File: config.mk
export PLATFORM = sky130hd
export DESIGN_NAME = rr_delay_arbiter
export DESIGN_NICKNAME = d
export VERILOG_FILES = /design/src/rtl/rr_delay_arbiter.sv
export SDC_FILE = /design/constraint.sdc
export NUM_CORES = 1
export LEC_CHECK = 0
export CORE_ASPECT_RATIO = 2
export CORE_MARGIN = 3
export CORE_UTILIZATION = 52
export CTS_CLUSTER_DIAMETER = 60
export DETAILED_ROUTE_END_ITERATION = 8
export PLACE_DENSITY_LB_ADDON = 0.25
export SLEW_MARGIN = 15
export SYNTH_ARGS = -nofsm -noshare
export SYNTH_HDL_FRONTEND = slang
export SYNTH_SLANG_ARGS = --single-unit
File: constraint.sdc
create_clock -name clk_i -period 5.5 [get_ports clk_i]
set_input_delay 1.1 -clock clk_i [delete_from_list [all_inputs] [get_ports clk_i]]
set_output_delay 1.1 -clock clk_i [all_outputs]
set_load 0.1 [all_outputs]
File: src/rtl/rr_delay_arbiter.sv
// Round-robin arbiter feeding a stallable fixed-latency delay chain; each beat carries its requester ID.
// Optional per-requester accept counters are enabled with `define RR_DELAY_ARB_PERF_CNT_EN.
module rr_delay_arbiter #(
  parameter int width_p   = 8,
  parameter int num_req_p = 4,
  parameter int delay_p   = 4,
  localparam int id_w_lp  = (num_req_p > 1) ? $clog2(num_req_p) : 1
) (
  input  logic                         clk_i,
  input  logic                         reset_i,
  input  logic [num_req_p*width_p-1:0] req_data_i,
  input  logic [num_req_p-1:0]         req_valid_i,
  output logic [num_req_p-1:0]         req_ready_o,
  output logic                         valid_o,
  output logic [width_p-1:0]           data_o,
  output logic [id_w_lp-1:0]           id_o,
  input  logic                         ready_i
`ifdef RR_DELAY_ARB_PERF_CNT_EN
  ,output logic [num_req_p*16-1:0]     accept_cnt_o
`endif
);

  logic [delay_p-1:0] r_valid;
  logic [width_p-1:0] r_data [delay_p];
  logic [id_w_lp-1:0] r_id   [delay_p];
  logic [id_w_lp-1:0] r_last_grant;

  logic               w_advance;
  logic               w_found;
  logic               w_accept;
  logic [id_w_lp-1:0] w_winner;
  logic [width_p-1:0] w_sel_data;

  assign w_advance = ~r_valid[delay_p-1] | ready_i;
  assign w_accept  = w_found & w_advance & ~reset_i;

  // Rotating-priority search: requesters above last_grant first, then wrap to the rest.
  always_comb begin
    w_found    = 1'b0;
    w_winner   = '0;
    w_sel_data = '0;
    for (int k = 0; k < num_req_p; k++) begin
      if (!w_found && req_valid_i[k] && (id_w_lp'(k) > r_last_grant)) begin
        w_found    = 1'b1;
        w_winner   = id_w_lp'(k);
        w_sel_data = req_data_i[k*width_p +: width_p];
      end else begin
        w_found    = w_found;
      end
    end
    for (int k = 0; k < num_req_p; k++) begin
      if (!w_found && req_valid_i[k] && (id_w_lp'(k) <= r_last_grant)) begin
        w_found    = 1'b1;
        w_winner   = id_w_lp'(k);
        w_sel_data = req_data_i[k*width_p +: width_p];
      end else begin
        w_found    = w_found;
      end
    end
  end

  // One-hot ready to the winner, only when the chain can take a beat.
  always_comb begin
    req_ready_o = '0;
    for (int k = 0; k < num_req_p; k++) begin
      req_ready_o[k] = w_accept & (w_winner == id_w_lp'(k));
    end
  end

  // Delay chain: shifts as a whole on advance, holds as a whole on stall.
  always_ff @(posedge clk_i) begin
    if (reset_i) begin
      r_valid <= '0;
      for (int s = 0; s < delay_p; s++) begin
        r_data[s] <= '0;
        r_id[s]   <= '0;
      end
    end else if (w_advance) begin
      for (int s = delay_p-1; s > 0; s--) begin
        r_valid[s] <= r_valid[s-1];
        r_data[s]  <= r_data[s-1];
        r_id[s]    <= r_id[s-1];
      end
      r_valid[0] <= w_accept;
      r_data[0]  <= w_accept ? w_sel_data : '0;
      r_id[0]    <= w_accept ? w_winner : '0;
    end else begin
      r_valid <= r_valid;
    end
  end

  // Grant pointer moves only on an actual accept.
  always_ff @(posedge clk_i) begin
    if (reset_i) begin
      r_last_grant <= id_w_lp'(num_req_p-1);
    end else if (w_accept) begin
      r_last_grant <= w_winner;
    end else begin
      r_last_grant <= r_last_grant;
    end
  end

  assign valid_o = r_valid[delay_p-1];
  assign data_o  = r_data[delay_p-1];
  assign id_o    = r_id[delay_p-1];

`ifdef RR_DELAY_ARB_PERF_CNT_EN
  for (genvar k = 0; k < num_req_p; k++) begin : g_cnt
    logic [15:0] r_cnt;

    // Saturating accept counter for requester k.
    always_ff @(posedge clk_i) begin
      if (reset_i) begin
        r_cnt <= 16'h0000;
      end else if (w_accept && (w_winner == id_w_lp'(k)) && (r_cnt != 16'hFFFF)) begin
        r_cnt <= r_cnt + 16'h0001;
      end else begin
        r_cnt <= r_cnt;
      end
    end

    assign accept_cnt_o[k*16 +: 16] = r_cnt;
  end
`endif

endmodule
==> metrics <==
number of warnings reported in the yosys synthesis log=0; global-route met2 utilization=37.7%; Critical Path RT=4.40 ns; fraction of the yosys area taken by sequential cells=around 57%; Post-Place Setup Slack=1.10 ns; status=finished, final reports clean; initial core utilization=55.4%; cell chosen for the clock root=sky130_fd_sc_hd__clkbuf_8; detailed placer's ending HPWL=between 3000 and 4000 µm; peak-usage layer in the global routing report=met2; Worst IR Drop VDD=roughly 0.17 mV; number of fillers in the final layout=315; share of cells above drive strength 1=5.70%; Vert. Die Dim=101 µm; final clock skew=0.00241 ns; Min Hold Slack=0.471 ns; final design utilization=a little under three quarters; slew of the pin with the lowest slew margin=roughly 1.1 ns; total of buffers placed on input and output ports=between 50 and 60; post-layout instance area=~0.0030 mm²; First-pass DRT Iterations=5; GRT Residual Overflow=0; clock-pin slew on the worst setup and hold paths=approximately 0.070 ns; net total in the final layout=301; worst hold-check path type=reg2reg; setup slack of the critical path after layout=~1.1 ns; synthesized area per cell=roughly 11 µm²; via count of the first global-routing pass=around 1,900; Core Rows=33; all-layer global routing usage=20.4%; startpoint types=input port; maximum fanout along the worst path=14; met3 global-route usage=under 10%; maximum number of pins on one net before global-route repair=33; dominant synthesized flop cell=sky130_fd_sc_hd__edfxtp_1; placer congestion estimate=between 0.9 and 1; clock buffers created by TritonCTS=5; cell type with the largest total area after synthesis=sky130_fd_sc_hd__edfxtp_1; power density normalized to cell area=~280 mW/mm²; Die Width=roughly 53 µm; antenna violations before repair=0; total DRC errors in the routed layout=0; gate count of the mapped netlist=between 200 and 250; post-CTS sizing=0; Post-synth EDFFs=40; Total Wirelength=4920 µm; largest buffer count on any clock path=2; shortest period the worst path allows=4.41 ns; share of the clock period used by the worst path after layout=around four fifths; worst skew pair latency=approximately 0.29 ns; die area=between 0.005 and 0.006 mm²; CP Capture Type=output pin; synth unique cells=33; Final setup violation count=0; Max-cap violations=0; global-route wire length before repair=around 8200 µm; H-tree depth=2; number of routed nets with antenna violations=0; Initial DRC Count=48; CTS tree=built; diode count=0; type of the worst setup path=in2out; leakage power figure=approximately 1.2 nW; number of sinks driven by the clock tree=46; fraction of synthesized cell area taken by the top area cell type=roughly 52%; proportion of register bits with asynchronous set or reset after synthesis=0%; Core Area=between 0.004 and 0.005 mm²; number of top-level pins=54; area occupied by registers=about 0.0013 mm²; count of state elements after synthesis=between 40 and 50; post-synthesis to final-layout area growth=28.2%; buffers inserted by post-CTS timing repair=0; achievable frequency=~0.23 GHz; arrival time of data at the critical path endpoint=around 3.3 ns; combined area of the multi-input logic cells=~890 µm²; Sum Neg Setup Slack=0 ns; drt wl/cell=around 16 µm; RSZ-0062 raised after global routing=false; worst max-slew margin expressed relative to the limit=approximately 30%; most area-consuming cells after synthesis=sky130_fd_sc_hd__edfxtp_1, sky130_fd_sc_hd__and2_1, sky130_fd_sc_hd__dfxtp_1; Slew Viols, Final=0; cell area after placement=0.00288 mm²; post-synthesis net count=about 250; hold buffer count at cts=0; hold violation count in the final report=0; post-synthesis instance area=~0.0023 mm²; Via Count=between 1,500 and 2,000; Avg Vias per Cell=5.89; met1 routing resource usage after global routing=between 20% and 30%
==> metal layers <==
layer,up-vias,part of all wire (%)
met5,-,0
met4,0,2.5
met3,12,4.4
met2,78,58
met1,876,35
li1,888,-
==> worst paths after layout <==
path	end	cells after the start	startpoint	slack, ns
setup / recovery	req_ready_o[3]	6	req_valid_i[2]	1.09
hold / removal	r_valid[2]	2	r_valid[1]	0.47
setup reg to reg	r_data[0][1]	5	r_last_grant[0]	3.01
hold reg to reg	r_valid[2]	2	r_valid[1]	0.47
==> report_power, final <==
group	leakage [nW]	internal, mW	switching [mW]
sequential	0.529	0.407	0.00845
combinational	0.577	0.0675	0.104
clock	0.0524	0.136	0.101
==> final cells by class <==
| type | count | share of cell area, % |
|---|---|---|
| Sequential cell | 46 | 44.2 |
| Multi-Input combinational cell | 141 | 29.7 |
| Clock inverter | 1 | 1.00 |
| Clock buffer | 7 | 2.55 |
| Tap cell | 52 | 2.18 |
| Timing Repair Buffer | 55 | 18.8 |
| Inverter | 13 | 1.63 |
==> cell usage in the layout (no fill, tap or decap), types with 5 or more instances in the layout <==
master / n
sky130_fd_sc_hd__clkdlybuf4s50_1: 49
sky130_fd_sc_hd__edfxtp_1: 40
sky130_fd_sc_hd__and2_1: 30
sky130_fd_sc_hd__nand2_1: 22
sky130_fd_sc_hd__inv_1: 13
sky130_fd_sc_hd__o21ai_0: 11
sky130_fd_sc_hd__o221ai_1: 9
sky130_fd_sc_hd__o21a_1: 8
sky130_fd_sc_hd__a221oi_1: 8
sky130_fd_sc_hd__o211ai_1: 8
sky130_fd_sc_hd__o2bb2ai_1: 8
sky130_fd_sc_hd__nor2_1: 7
sky130_fd_sc_hd__dfxtp_1: 6
sky130_fd_sc_hd__a21oi_1: 5
sky130_fd_sc_hd__clkbuf_8: 5
==> per-stage QoR <==
step                      std cells  power, mW
after floorplan                 213      0.532
after global placement          307      0.590
after detailed placement        307      0.594
after CTS                       315      0.828
after global routing            315      0.856
final                           315      0.824
==> Yosys cell counts (all sizes together), types with 3 or more instances <==
| library cell | count |
|---|---|
| nor2 | 8 |
| buf | 7 |
| inv | 13 |
| a21oi | 5 |
| o211ai | 8 |
| o21a | 8 |
| o221ai | 9 |
| a221oi | 8 |
| nand2b | 4 |
| edfxtp | 40 |
| and2 | 30 |
| clkbuf | 6 |
| dfxtp | 6 |
| o21ai | 11 |
| nor2b | 3 |
| o2bb2ai | 8 |
| nor3 | 4 |
| nand2 | 22 |
==> registers in the layout, indices dropped and copies added (netlist names) <==
name,cells
r_data,32
r_id,8
r_valid,4
r_last_grant,2
==> critical path, cell delays in order <==
cell and delay, ns:
sky130_fd_sc_hd__clkdlybuf4s50_1 0.80, sky130_fd_sc_hd__nor2_2 0.14, sky130_fd_sc_hd__a211oi_2 0.64, sky130_fd_sc_hd__nand2_1 0.19, sky130_fd_sc_hd__nor2_1 0.13, sky130_fd_sc_hd__buf_4 0.30
==> cells by family (layout without fill, tap and decap cells) <==
logic type | after synthesis | count (layout) | share of synthesized area, %
DFF | 46 | 46 | 56.7
buffers and inverters | 26 | 76 | 5.31
and+or+nand+nor | 77 | 77 | 17.3
AOI/OAI and AO/OA | 64 | 64 | 20.8
Note: power is estimated with default switching activity, not from simulation.
==> RTL change, RTL diff (same flow settings) <==
Change the parameter `width_p` from 8 to 7.
--- a/src/rtl/rr_delay_arbiter.sv
+++ b/src/rtl/rr_delay_arbiter.sv
@@ -3,3 +3,3 @@
 module rr_delay_arbiter #(
-  parameter int width_p   = 8,
+  parameter int width_p   = 7,
   parameter int num_req_p = 4,
Interface: changed (resized data_o and req_data_i); port bits go from 54 to 49. No check against the original RTL was run, so the function may have changed too.
==> RTL change against the unedited design <==
  * Total power decreased by 5.6%
  * Area after synthesis decreased by 5.8%
  * Largest cell class unchanged
  * Worst setup slack gained 0.10 ns
  * Wire length is 13% lower
  * Sequential power shrank 8.0%
  * Hold slack lost 0.0090 ns
  * Register-to-register slack better by 0.18 ns
  * Sequential cell count decreased by 4
  * Design area shrank 6.9%
  * Final cell count shrank 3.5%
==> RTL change: results (changes against the unedited design) <==
----------------------------------------------------
[Synth]
  Cell types with the largest area share after synthesis ... edfxtp_1, and2_1, dfxtp_1
  Area fraction in compound gates after synthesis ... 0.198 (-0.00944)
  Distinct cells, synth ... 40 (+21%)
  Number of storage elements in the synthesis netlist ... 42 (-8.7%)
  Most numerous cell types in the synthesized netlist ... edfxtp_1, and2_1, nand2_1
  Post-synthesis sequential area ratio ... 0.547 (-0.0198)
  Post-Synthesis Mean Instance Area ... 10.4 um^2 (-4.9%)
  Number of nets produced by synthesis ... 246 (-2.4%)

[Hold path]
  Worst hold start ... r_valid[2]$_SDFFE_PP0N_
  Worst hold endpoint ... r_valid[3]$_SDFFE_PP0N_

[Route]
  DRT iter0 DRCs ... 31 (-35%)
  Detail-routed via count per cell ... 5.75 (-2.3%)
  WL per Instance ... 14.1 um (-9.6%)
  First-pass detailed-route iteration total ... 4 (-1)

[Finish]
  Multi-input combinational area share ... 0.317 (+0.0202)
  Number of non-clock buffers in the layout ... 50 (-9.1%)
  Non-clock inverter count ... 9 (-4)
  Share of final-layout standard cells stronger than drive strength 1 ... 0.0672 (+0.0102)
  #MultiIn Comb ... 144 (+2.1%)
  Clock-cell share ... 0.0418 (+0.00624)
  Flip-flop and latch share of the layout cell area ... 0.432 (-0.0104)
  Layout buffering overhead excluding clock cells ... 0.174 (-0.0131)
  Number of fillers in the final layout ... 319 (+1.3%)
  Largest registers ... r_data (28), r_id (8), r_valid (4)

[Placement]
  Area after detailed placement ... 2670 um^2 (-7.5%)
  Input/output buffers ... 48 (-9.4%)
  Cells after DPL ... 296 (-3.6%)
  Post-placement setup slack ... 1.23 ns (+0.125 ns)
  HPWL after detailed placement ... 3320 um (-11%)
  Final weighted congestion of routability-driven global placement ... 0.843 (-11%)

[Setup path]
  Critical register-to-register path startpoint ... r_last_grant[1]$_SDFFE_PP1P_
  Setup slack of the worst register-to-register path ... 3.19 ns (+0.18 ns)
  Maximum fanout along the worst path ... 20 (+6)
  Arrival time of data at the critical path endpoint ... 3.21 ns (-0.10 ns)

[Power]
  Combinational-cell power consumption ... 0.000154 W (-10%)
  Internal power ... 0.000580 W (-5.0%)
  Reported net switching power ... 0.000199 W (-7.2%)
  P_clk ... 0.000242 W (+2%)
  Max IR drop VDD ... 0.000180 V (+5.6%)
  Lkg Pwr ... 1.09 nW (-5.8%)

[Timing]
  Fmax ... 0.232 GHz (+2.4%)
  Final setup skew ... 0.00685 ns (+0.00445 ns)
  Remaining max-slew budget at the tightest pin ... 0.354 (+0.0574)
  Min Hold Slack ... 0.462 ns (-0.00897 ns)

[Global route]
  Largest net degree at the start of global routing ... 30 (-9.1%)
  Via count of the first global-routing pass ... 1680 (-11%)
  All-Layer GR Usage ... 0.185 (-0.0197)

[Run status]
  Status ... finished, final reports clean

----------------------------------------------------
-- RTL change: cell count changes in the layout (fill, tap and decap cells not counted), sizes merged, moves of 6 or more --
cell / delta
o221ai: -8
a221oi: -8
a211oi: +7
o21a: -6
o2bb2ai: -6
nand3: +8
o211ai: -6
a21oi: +7
-- RTL change: cells by family (layout without fill, tap and decap cells) --
logic type	count (synthesis)	after routing
simple gates	81	81
compound gates	63	63
buf+inv	25	67
flops	42	42
-- RTL change: routing by layer --
layer	vias to the layer above	wire length (um)	track usage
met3	13	191	0.0336
met2	60	2410	0.327
met5	-	0	0
li1	855	-	-
met1	820	1580	0.201
met4	0	119	0.0889
-- RTL change: worst max-delay path, cell delays in order --
cell and delay [ns]:
clkdlybuf4s50_1 0.88, nor4_1 0.18, nor3_2 0.44, nand2_1 0.19, nor2_1 0.12, buf_4 0.29
